File: config.mk
export PLATFORM = sky130hd
export DESIGN_NAME = servo_slew_limiter
export DESIGN_NICKNAME = d
export VERILOG_FILES = /design/src/rtl/servo_slew_limiter.sv
export SDC_FILE = /design/constraint.sdc
export NUM_CORES = 1
export LEC_CHECK = 0
export CORE_AREA = 2 2 101 103
export CTS_BUF_LIST = sky130_fd_sc_hd__clkbuf_8
export DETAILED_ROUTE_END_ITERATION = 6
export DIE_AREA = 0 0 103 105
export PLACE_DENSITY = 0.62
export SYNTH_ARGS = -nofsm -noshare
export SYNTH_HDL_FRONTEND = slang
export SYNTH_SLANG_ARGS = --single-unit
File: constraint.sdc
create_clock -name clk -period 10.5 [get_ports clk]
set_input_delay 1.575 -clock clk [delete_from_list [all_inputs] [get_ports clk]]
set_output_delay 1.575 -clock clk [all_outputs]
set_load 0.02 [all_outputs]
File: src/rtl/servo_slew_limiter.sv
// Rate limiter and link-loss supervisor for the steering servo pulse width.
// Clamps and deadbands commands, walks the output by a bounded step per tick, centres on timeout.
module servo_slew_limiter #(
    parameter int CLK_HZ        = 100000000,
    parameter int STEP_HZ       = 1000,
    parameter int MAX_STEP      = 4,
    parameter int MIN_US        = 1000,
    parameter int MAX_US        = 2000,
    parameter int CENTER_US     = 1500,
    parameter int DEADBAND      = 8,
    parameter int TIMEOUT_TICKS = 200
) (
    input  logic        clk,
    input  logic        rst,
    input  logic [10:0] cmd_us,
    input  logic        cmd_valid,
    output logic [10:0] pos_us,
    output logic        at_target,
    output logic        failsafe,
    output logic        tick_o
);

    localparam int DIV   = CLK_HZ / STEP_HZ;
    localparam int DIV_W = $clog2(DIV);
    localparam int TO_W  = $clog2(TIMEOUT_TICKS + 1);

    localparam logic [10:0]        MIN_L    = 11'(MIN_US);
    localparam logic [10:0]        MAX_L    = 11'(MAX_US);
    localparam logic [10:0]        CENTER_L = 11'(CENTER_US);
    localparam logic signed [11:0] STEP_P   = 12'(MAX_STEP);
    localparam logic signed [11:0] STEP_N   = 12'(-MAX_STEP);
    localparam logic signed [11:0] DB_P     = 12'(DEADBAND);
    localparam logic signed [11:0] DB_N     = 12'(-DEADBAND);
    localparam logic [DIV_W-1:0]   DIV_LAST = DIV_W'(DIV - 1);
    localparam logic [DIV_W-1:0]   DIV_PRE  = DIV_W'(DIV - 2);
    localparam logic [TO_W-1:0]    TO_MAX   = TO_W'(TIMEOUT_TICKS);
    localparam logic [TO_W-1:0]    TO_PRE   = TO_W'(TIMEOUT_TICKS - 1);

    typedef enum logic [1:0] {
        ST_IDLE     = 2'd0,
        ST_RAMP     = 2'd1,
        ST_FAILSAFE = 2'd2
    } state_t;

    state_t             state_r;
    state_t             state_next_s;
    logic [DIV_W-1:0]   div_r;
    logic [DIV_W-1:0]   div_next_s;
    logic               tick_r;
    logic               tick_s;
    logic [TO_W-1:0]    to_r;
    logic [TO_W-1:0]    to_next_s;
    logic [10:0]        target_r;
    logic [10:0]        target_next_s;
    logic [10:0]        pos_r;
    logic [10:0]        pos_next_s;
    logic               at_target_r;
    logic               failsafe_r;
    logic [10:0]        cmd_clamp_s;
    logic signed [11:0] cap_diff_s;
    logic signed [11:0] diff_s;
    logic signed [11:0] step_s;
    logic               accept_s;
    logic               expire_s;
    logic               landed_s;

    // Datapath: divider, command capture, timeout and bounded step toward the current target.
    always_comb begin
        tick_s     = (div_r == DIV_LAST);
        div_next_s = tick_s ? '0 : div_r + DIV_W'(1);

        if (cmd_us < MIN_L) begin
            cmd_clamp_s = MIN_L;
        end else if (cmd_us > MAX_L) begin
            cmd_clamp_s = MAX_L;
        end else begin
            cmd_clamp_s = cmd_us;
        end

        cap_diff_s = $signed({1'b0, cmd_clamp_s}) - $signed({1'b0, target_r});
        accept_s   = cmd_valid && ((cap_diff_s > DB_P) || (cap_diff_s < DB_N));
        expire_s   = tick_s && !cmd_valid && (to_r == TO_PRE);

        // The step always uses the pre-edge target, so a same-cycle command moves pos_us a tick later.
        diff_s = $signed({1'b0, target_r}) - $signed({1'b0, pos_r});
        if (diff_s > STEP_P) begin
            step_s = STEP_P;
        end else if (diff_s < STEP_N) begin
            step_s = STEP_N;
        end else begin
            step_s = diff_s;
        end
        pos_next_s = tick_s ? 11'($signed({1'b0, pos_r}) + step_s) : pos_r;

        if (cmd_valid) begin
            to_next_s = '0;
        end else if (tick_s && (to_r != TO_MAX)) begin
            to_next_s = to_r + TO_W'(1);
        end else begin
            to_next_s = to_r;
        end

        if (accept_s) begin
            target_next_s = cmd_clamp_s;
        end else if (expire_s) begin
            target_next_s = CENTER_L;
        end else begin
            target_next_s = target_r;
        end

        landed_s = (pos_next_s == target_next_s);
    end

    // Next-state logic: link loss forces FAILSAFE, any command leaves it.
    always_comb begin
        state_next_s = state_r;
        case (state_r)
            ST_IDLE, ST_RAMP: begin
                if (expire_s) begin
                    state_next_s = ST_FAILSAFE;
                end else if (landed_s) begin
                    state_next_s = ST_IDLE;
                end else begin
                    state_next_s = ST_RAMP;
                end
            end
            ST_FAILSAFE: begin
                if (!cmd_valid) begin
                    state_next_s = ST_FAILSAFE;
                end else if (landed_s) begin
                    state_next_s = ST_IDLE;
                end else begin
                    state_next_s = ST_RAMP;
                end
            end
            default: begin
                state_next_s = ST_IDLE;
            end
        endcase
    end

    // State and output registers with synchronous active-low reset.
    always_ff @(posedge clk) begin
        if (!rst) begin
            state_r     <= ST_IDLE;
            div_r       <= '0;
            tick_r      <= 1'b0;
            to_r        <= '0;
            target_r    <= CENTER_L;
            pos_r       <= CENTER_L;
            at_target_r <= 1'b1;
            failsafe_r  <= 1'b0;
        end else begin
            state_r     <= state_next_s;
            div_r       <= div_next_s;
            tick_r      <= (div_r == DIV_PRE);
            to_r        <= to_next_s;
            target_r    <= target_next_s;
            pos_r       <= pos_next_s;
            at_target_r <= landed_s;
            failsafe_r  <= (state_next_s == ST_FAILSAFE);
        end
    end

    assign pos_us    = pos_r;
    assign at_target = at_target_r;
    assign failsafe  = failsafe_r;
    assign tick_o    = tick_r;

endmodule

After elaboration in Yosys (flattened, before gate mapping)

Index checks and enable logic that the tools add are counted.

Memories kept: 0
Logic and storage cells: 49
Bits in writable memories: 0
Output and inout bits: 14
Register bits: 52
Memory bits (read-only): 0
Latch bits: 0

Multipliers: 0
$add $sub $neg: 5
Shift-type cells: 0
Bitwise operators: 1
Div/mod/pow operators: 0
Multiplexer cells: 11
Magnitude comparators: 6
Equality and inequality tests: 8
Reduce and logical (&&, ||, !) cells: 10

Operator list:

| operator              | number |
|---|---|
| $mux 11               | 7 |
| $eq 17x17->1 const B  | 2 |
| $sub 11x11->12        | 2 |
| $add 17x1->17 const B | 1 |
| $gt 12x4->1 const B   | 1 |
| $gt 12x5->1 const B   | 1 |
| $lt 12x3->1 const B   | 1 |
| $lt 12x4->1 const B   | 1 |
| $add 11x11->11        | 1 |
| $eq 11x11->1          | 1 |
| $gt 11x11->1 const B  | 1 |
| $lt 11x10->1 const B  | 1 |
| $add 8x1->8 const B   | 1 |
| $eq 8x8->1 const B    | 1 |
| $ne 8x8->1 const B    | 1 |
| $reduce_or 2->1       | 3 |
| $eq 2x2->1 const B    | 2 |
| $logic_and 1x1->1     | 4 |
| $mux 2                | 2 |
| $pmux 2 s2            | 1 |
| $eq 2x1->1 const B    | 1 |
| $logic_not 2->1       | 1 |
| $logic_not 1->1       | 1 |
| $logic_or 1x1->1      | 1 |
| other kinds (2)       | 2 |

Depth between registers and ports, before layout

Gate-level depths: netlist of run 1.

Depth after elaboration: 13
Gate-level depth with buffers: 29
Gate-level depth less buffers: 29

Worst setup path after synthesis of run 1

OpenSTA, ideal clock, no wires.

Path kind: reg2reg
Start: register pos_r[0], in the netlist pos_us[0]
End: register state_r[0]
Data required time: 10.385 ns
Setup slack: 4.867 ns
Clock period less this slack: 5.633 ns
Arrival: 5.518 ns
Buffers on the path: 0
Stages on the path, launching flop included: 28
Cells stage by stage: dfxtp_1 > ha_1 > inv_1 > fa_1 > a21o_1 > a21oi_1 > o21bai_1 > a21oi_1 > o21bai_1 > a21oi_1 > xnor2_1 > nand4_1 > or4_1 > nand2_1 > nor2b_1 > ha_1 > inv_1 > fa_1 > nor2b_1 > o21a_1 > o21ai_0 > a211oi_1 > xor2_1 > mux2i_1 > xnor2_1 > or4_1 > a21o_1 > o21ba_1

Cells in the longest elaborated chain, start to end: 10

RTL lines:

| what                      | RTL line | RTL |
|---|---|---|
| start: declaration        | 55       | `logic [10:0] pos_r;` |
| start signal: assignment  | 159      | `pos_r <= pos_next_s;` |
| $sub 11x11->12            | 85       | `diff_s = $signed({1'b0, target_r}) - $signed({1'b0, pos_r});` |
| $lt 12x3->1               | 88       | `end else if (diff_s < STEP_N) begin` |
| $mux 11                   | 88       |  |
| $mux 11                   | 86       | `if (diff_s > STEP_P) begin` |
| $add 11x11->11            | 93       | `pos_next_s = tick_s ? 11'($signed({1'b0, pos_r}) + step_s) : pos_r;` |
| $mux 11 (*)               | 93       |  |
| $eq 11x11->1 (*)          | 111      | `landed_s = (pos_next_s == target_next_s);` |
| $mux 1 (*)                | 121, 130 |  |
| $mux 2 (on tied branches) | 128, 119 |  |
| $pmux 2 s2 (*)            | 117      | `case (state_r)` |
| end signal: assignment    | 154      | `state_r <= state_next_s;` |
| end: declaration          | 45       | `state_t state_r;` |

Every way passes the cells marked *; elsewhere a longest branch is shown, timed or not.
A chain may end at the register's enable or synchronous reset.

Final worst setup path of run 1

Ends and elaborated chain as after synthesis.

==> out/results.ini, run 1 <==
[status]
status=completed

[critical_path]
cp_data_required_time_ns=10.72
worst-r2r-cell-count=27
worst_setup_path_end_kind=flop
crit_type=reg -> reg
crit_path_start_kind=flop
worstPathMaxFanout=4
cp.arrival_ns=6.38

[floorplan]
start_util_pct=44.2
die-area_um2=10800
ioPinCount=28
rows=36
dieHeight_um=105
die_width_um=103
core_region_area_um2=9640

[routing]
via_per_inst=5.44
num_vias=3783
drc=0
wl_per_cell_um=14.7
drt_iter0_drc=164
wirelength_um=10200
ant_nets=0
dr.pass1.iters=4

[global_routing]
grt_pass1_vias=3667
grt_max_degree=32
grt_first_pass_wirelength_um=17300
grt_overflow=0
antenna_found_initial=0
grt_usage_pct=19.7

[clock_network]
cts_tree=yes
cts_hold_buf=0
clk_pin_slew_ns=0.10
numCtsBuffers=5
clock_latency_ns=0.32
cts_setup_buffers=0
cts.sinks=52
root_buffer=clkbuf_8
htreeDepth=2
postCtsResizedCells=0
cts_buffer_depth=2

[pwr]
switching_share_pct=31.9
leakage_nw=1.98
power_frac_seq_pct=41.7
pwr-share-comb_pct=29.3
p_per_area_nw_per_um2=103
p_switching_w=0.000158
cellInternalPower_w=0.000336
ir_drop_v=0.0000515
p_clk_share_pct=29.0

[finish]
syn2layout_area_growth_pct=11.8
antenna_cells=0
design_area_um2=4770
num-nets-final=616
drive_above_1_share_pct=4.62
fillCellCount=996
mostFrequentLayoutCells=nand2_1 (52), dfxtp_1 (52), nor2_1 (51)

[worst_hold_path]
hold_depth=1
hold_class=reg -> reg

[synth]
avgSynthCellArea_um2=7.91
syn_nets=593
ys_types=71
synth_warnings=0
syn_area_um2=4270
synth_edf_count=0
synth_cells=539
synth-seq-cells=52
ys_async_sr_fraction_pct=0
synthFlopType=dfxtp_1
ys_seq_area_share_pct=24.4

[sta]
fin_crit_sh_pct=58.7
setup_viol=0
final_hold_viol_count=0
finalMaxSlewViolations=0
tightest_slew_ns=0.855
finClkSkew_ns=0.0128
slew_headroom_pct=43.0
grt_setup_unrepaired=false
period_minus_slack_ns=6.17
setup_tns_ns=0
fmax_mhz=162

[place]
routabilityCongestion=0.879
placed_area_um2=4660
detailed_place_hpwl_um=8160
port_buffers=27

[run]
drv_cap=0

critical path, stage by stage, from the launching register on:
cell      delay (ns)
dfxtp_1         0.40
ha_1            0.19
inv_1           0.05
fa_1            0.40
a21o_1          0.18
a21oi_1         0.24
o21bai_1        0.09
a21oi_1         0.22
o21bai_1        0.09
a21oi_1         0.27
xnor2_1         0.18
nand4_1         0.10
or4_1           0.58
nand2_1         0.15
nor2b_1         0.14
ha_1            0.17
inv_1           0.06
fa_1            0.39
nor2b_1         0.12
o21a_1          0.14
o21ai_0         0.14
a211oi_1        0.38
xor2_1          0.13
mux2i_1         0.29
xnor2_1         0.11
or4_1           0.51
a21o_1          0.19
o21ba_1         0.17
cell usage after synthesis (3+ instances only):
cell type,number,area share (%)
dfxtp_1,52,24
nand2_1,52,4.6
nor2_1,51,4.5
inv_1,42,3.7
ha_1,37,11
a21oi_1,29,3.4
xnor2_1,28,5.7
xor2_1,25,5.1
nand3_1,17,2.0
nor3_1,17,2.0
o21ai_0,17,2.0
mux2i_1,11,2.6
nand4_1,11,1.6
nand2b_1,10,1.5
nor2b_1,10,1.5
or3_1,10,1.5
a211o_1,9,1.8
and2_1,9,1.3
a21o_1,8,1.4
o21a_1,8,1.4
clkbuf_1,7,0.62
a31oi_1,6,0.88
nor4b_1,5,1.0
buf_2,3,0.35
fa_1,3,1.4
mux2_2,3,0.79
or4_1,3,0.53
area by class of cell:
type	instances	area [µm²]	area share, %
multi-input combinational	432	3010	63.1
timing repair buffer	29	285	5.98
inverter	42	158	3.31
tap	133	166	3.49
clock inverter	3	42.5	0.892
sequential	52	1040	21.8
clock buffer	5	68.8	1.44
power groups by stage:
stage               clock (W)  sequential [W]  combinational [W]
finish               0.000143        0.000206           0.000145
floorplan                   0        0.000209           0.000112
CTS                  0.000144        0.000206           0.000143
global placement            0        0.000210           0.000139
detailed placement          0        0.000210           0.000142
global route         0.000152        0.000206           0.000162
path summary, 6_finish.rpt:
| path | startpoint | end | slack (ns) |
|---|---|---|---|
| hold / removal | div_r[0] | div_r[0] | 0.49 |
| setup reg to reg | pos_us[0] | state_r[0] | 4.33 |
| hold reg to reg | div_r[0] | div_r[0] | 0.49 |
| setup / recovery | pos_us[0] | state_r[0] | 4.33 |
per-layer routing:
metal / global-route usage (%) / part of all wire, % / up-vias / wire, µm
met1: 28.1 / 49 / 1758 / 5060
met4: 4.70 / 1.4 / 0 / 140
met2: 31.5 / 45 / 71 / 4600
met3: 2.14 / 4.1 / 11 / 422
met5: 0 / 0 / - / 0
li1: - / - / 1943 / -
flip-flops by register name, summed over array words and instances, names as in the netlist:
signal	cells
at_target	1
state_r	2
target_r	11
to_r	8
pos_us	11
failsafe	1
div_r	17
tick_o	1
cell families after synthesis:
kind of cell / after synthesis / synth area share [%]
compound gates: 105 / 16.5
xor+xnor: 54 / 11.3
fa+ha+maj: 41 / 12.5
buf+inv: 55 / 5.10
flops: 52 / 24.4
mux: 14 / 3.37
simple gates: 218 / 26.9
metrics by stage:
stage                     hold WS [ns]  setup WS [ns]  utilization (%)  power (W)  instances
after floorplan                  0.441           4.87                -   0.000321        539
after global placement           0.463           4.42             48.3   0.000350        688
after detailed placement         0.464           4.20             48.3   0.000352        688
after CTS                        0.488           4.33             49.5   0.000493        696
after global routing             0.519           3.91             49.5   0.000520        696
final                            0.487           4.33             49.5   0.000493        696
Power figures use the tool's default switching activity.
==> run 2: changes to the inputs <==
==> constraint.sdc (replaced) <==
create_clock -name clk -period 5.69 [get_ports clk]
set_input_delay 0.8535 -clock clk [delete_from_list [all_inputs] [get_ports clk]]
set_output_delay 0.8535 -clock clk [all_outputs]
set_load 0.02 [all_outputs]
==> out/results.ini, run 2 (synthesis gave the netlist of run 1 again) <==
[status]
status=completed

[sta]
fin_ws_ns=0.158
setup_tns_ns=0
tightest_slew_ns=0.975
period_minus_slack_ns=5.53
final_hold_viol_count=0
fmax_mhz=181
fin_crit_sh_pct=97.2
hold-worst-slack_ns=0.494
finClkSkew_ns=0.00859
grt_setup_unrepaired=true
finalMaxSlewViolations=0
setup_viol=0
slew_headroom_pct=34.5

[critical_path]
cp.arrival_ns=5.73
crit_type=reg -> reg
cp_common_cell=a21oi_2
worstPathMaxFanout=3
cp_data_required_time_ns=5.89
crit_path_start_kind=flop
critical-path-slowest-cell=or4_4
worst_setup_path_end_kind=flop
slowest_delay_ns=0.56

[routing]
via_per_inst=5.36
num_vias=3843
drt_iter0_drc=174
dr.pass1.iters=4
ant_nets=0
wirelength_um=10400
drc=0
wl_per_cell_um=14.5

[floorplan]
start_util_pct=44.2
core_region_area_um2=9640
die-area_um2=10800
ioPinCount=28
die_width_um=103
dieHeight_um=105
rows=36

[finish]
mostFrequentLayoutCells=nand2_1 (51), nor2_1 (51), dfxtp_1 (51)
drive_above_1_share_pct=11.5
largest_reg_flops=17
antenna_cells=0
syn2layout_area_growth_pct=16.9
fillCellCount=954
num-nets-final=637
design_area_um2=4990
regMostFlops=div_r

[clock_network]
clk_pin_slew_ns=0.10
cts_tree=yes
cts_buffer_depth=2
cts.sinks=52
root_buffer=clkbuf_8
htreeDepth=2
numCtsBuffers=5
clock_latency_ns=0.30

[global_routing]
grt_overflow=0
grt_usage_pct=19.5
gr-max-usage-layer=met2
use_met2_pct=31.0
grt_max_degree=32
grt_first_pass_wirelength_um=17100
use_met3_pct=2.01
met1_usage_pct=28.5
grt_pass1_vias=3648
antenna_found_initial=0

[worst_hold_path]
hold_class=reg -> reg

[place]
detailed_place_hpwl_um=8120
routabilityCongestion=0.867
port_buffers=27
dp_slack_ns=-0.176
placed_area_um2=4800

[run]
drv_cap=0

[pwr]
p_per_area_nw_per_um2=179
ir_drop_v=0.0000967
leakage_nw=2.09

[run 2: worst paths after layout]
| check | end | slack [ns] | startpoint | cells past startpoint |
|---|---|---|---|---|
| max | state_r[0] | 0.16 | target_r[0] | 28 |
| min | div_r[0] | 0.49 | div_r[0] | 1 |
| min reg2reg | div_r[0] | 0.49 | div_r[0] | 1 |
| max reg2reg | state_r[0] | 0.16 | target_r[0] | 28 |
[run 2: report_power, final]
group / leakage (nW) / switching, W / total [W] / internal [W]
registers: 0.423 / 0.00000757 / 0.000379 / 0.000371
clock network: 0.0445 / 0.000128 / 0.000215 / 0.0000877
logic: 1.62 / 0.000161 / 0.000297 / 0.000136
[run 2: per-stage QoR]
stage	util (%)	power, W	instances
6_report	51.7	0.000891	717
3_5_place_dp	49.8	0.000662	707
2_1_floorplan	-	0.000592	539
4_1_cts	51.1	0.000886	715
3_3_place_gp	49.8	0.000657	707
5_1_grt	51.7	0.000945	717
[run 2: metal layers]
| metal | up-vias | wire length [µm] |
|---|---|---|
| li1 | 1980 | - |
| met1 | 1801 | 5110 |
| met2 | 58 | 4770 |
| met3 | 4 | 437 |
| met4 | 0 | 54 |
| met5 | - | 0 |
[run 2: cell type report]
type                       count  area (µm²)  area share, %
clock inverter                 3        21.3          0.427
inverter                      42         158           3.16
multi-input combinational    432        3090           61.9
timing repair buffer          50         443           8.88
tap                          133         166           3.34
sequential                    52        1040           20.9
clock buffer                   5        68.8           1.38
[run 2: repair_timing]
item / CTS / global route
setup buffers: 0 / 2
setup endpoints to repair: 2 / 2
resized for setup: 9 / 13
hold buffers: 0 / 0
pin swaps: 1 / 11
[run 2: critical path, delay by kind of cell (launching register included)]
family	cells	cell delay [ns]
buffers and inverters	3	0.15
flip-flops	1	0.32
XOR/XNOR	1	0.13
AO/OA/AOI/OAI	13	2.09
AND/OR/NAND/NOR	7	1.68
adder cells (fa/ha/maj)	4	1.04
==> run 3: changes to the inputs <==
--- a/config.mk
+++ b/config.mk
@@ -9,6 +9,7 @@
 export CTS_BUF_LIST = sky130_fd_sc_hd__clkbuf_8
 export DETAILED_ROUTE_END_ITERATION = 6
 export DIE_AREA = 0 0 103 105
+export GPL_ROUTABILITY_DRIVEN = 1
 export PLACE_DENSITY = 0.62
 export SYNTH_ARGS = -nofsm -noshare
 export SYNTH_HDL_FRONTEND = slang
==> results of run 3 <==
Same layout as run 2: the final DEF is identical, and so are final timing and power.
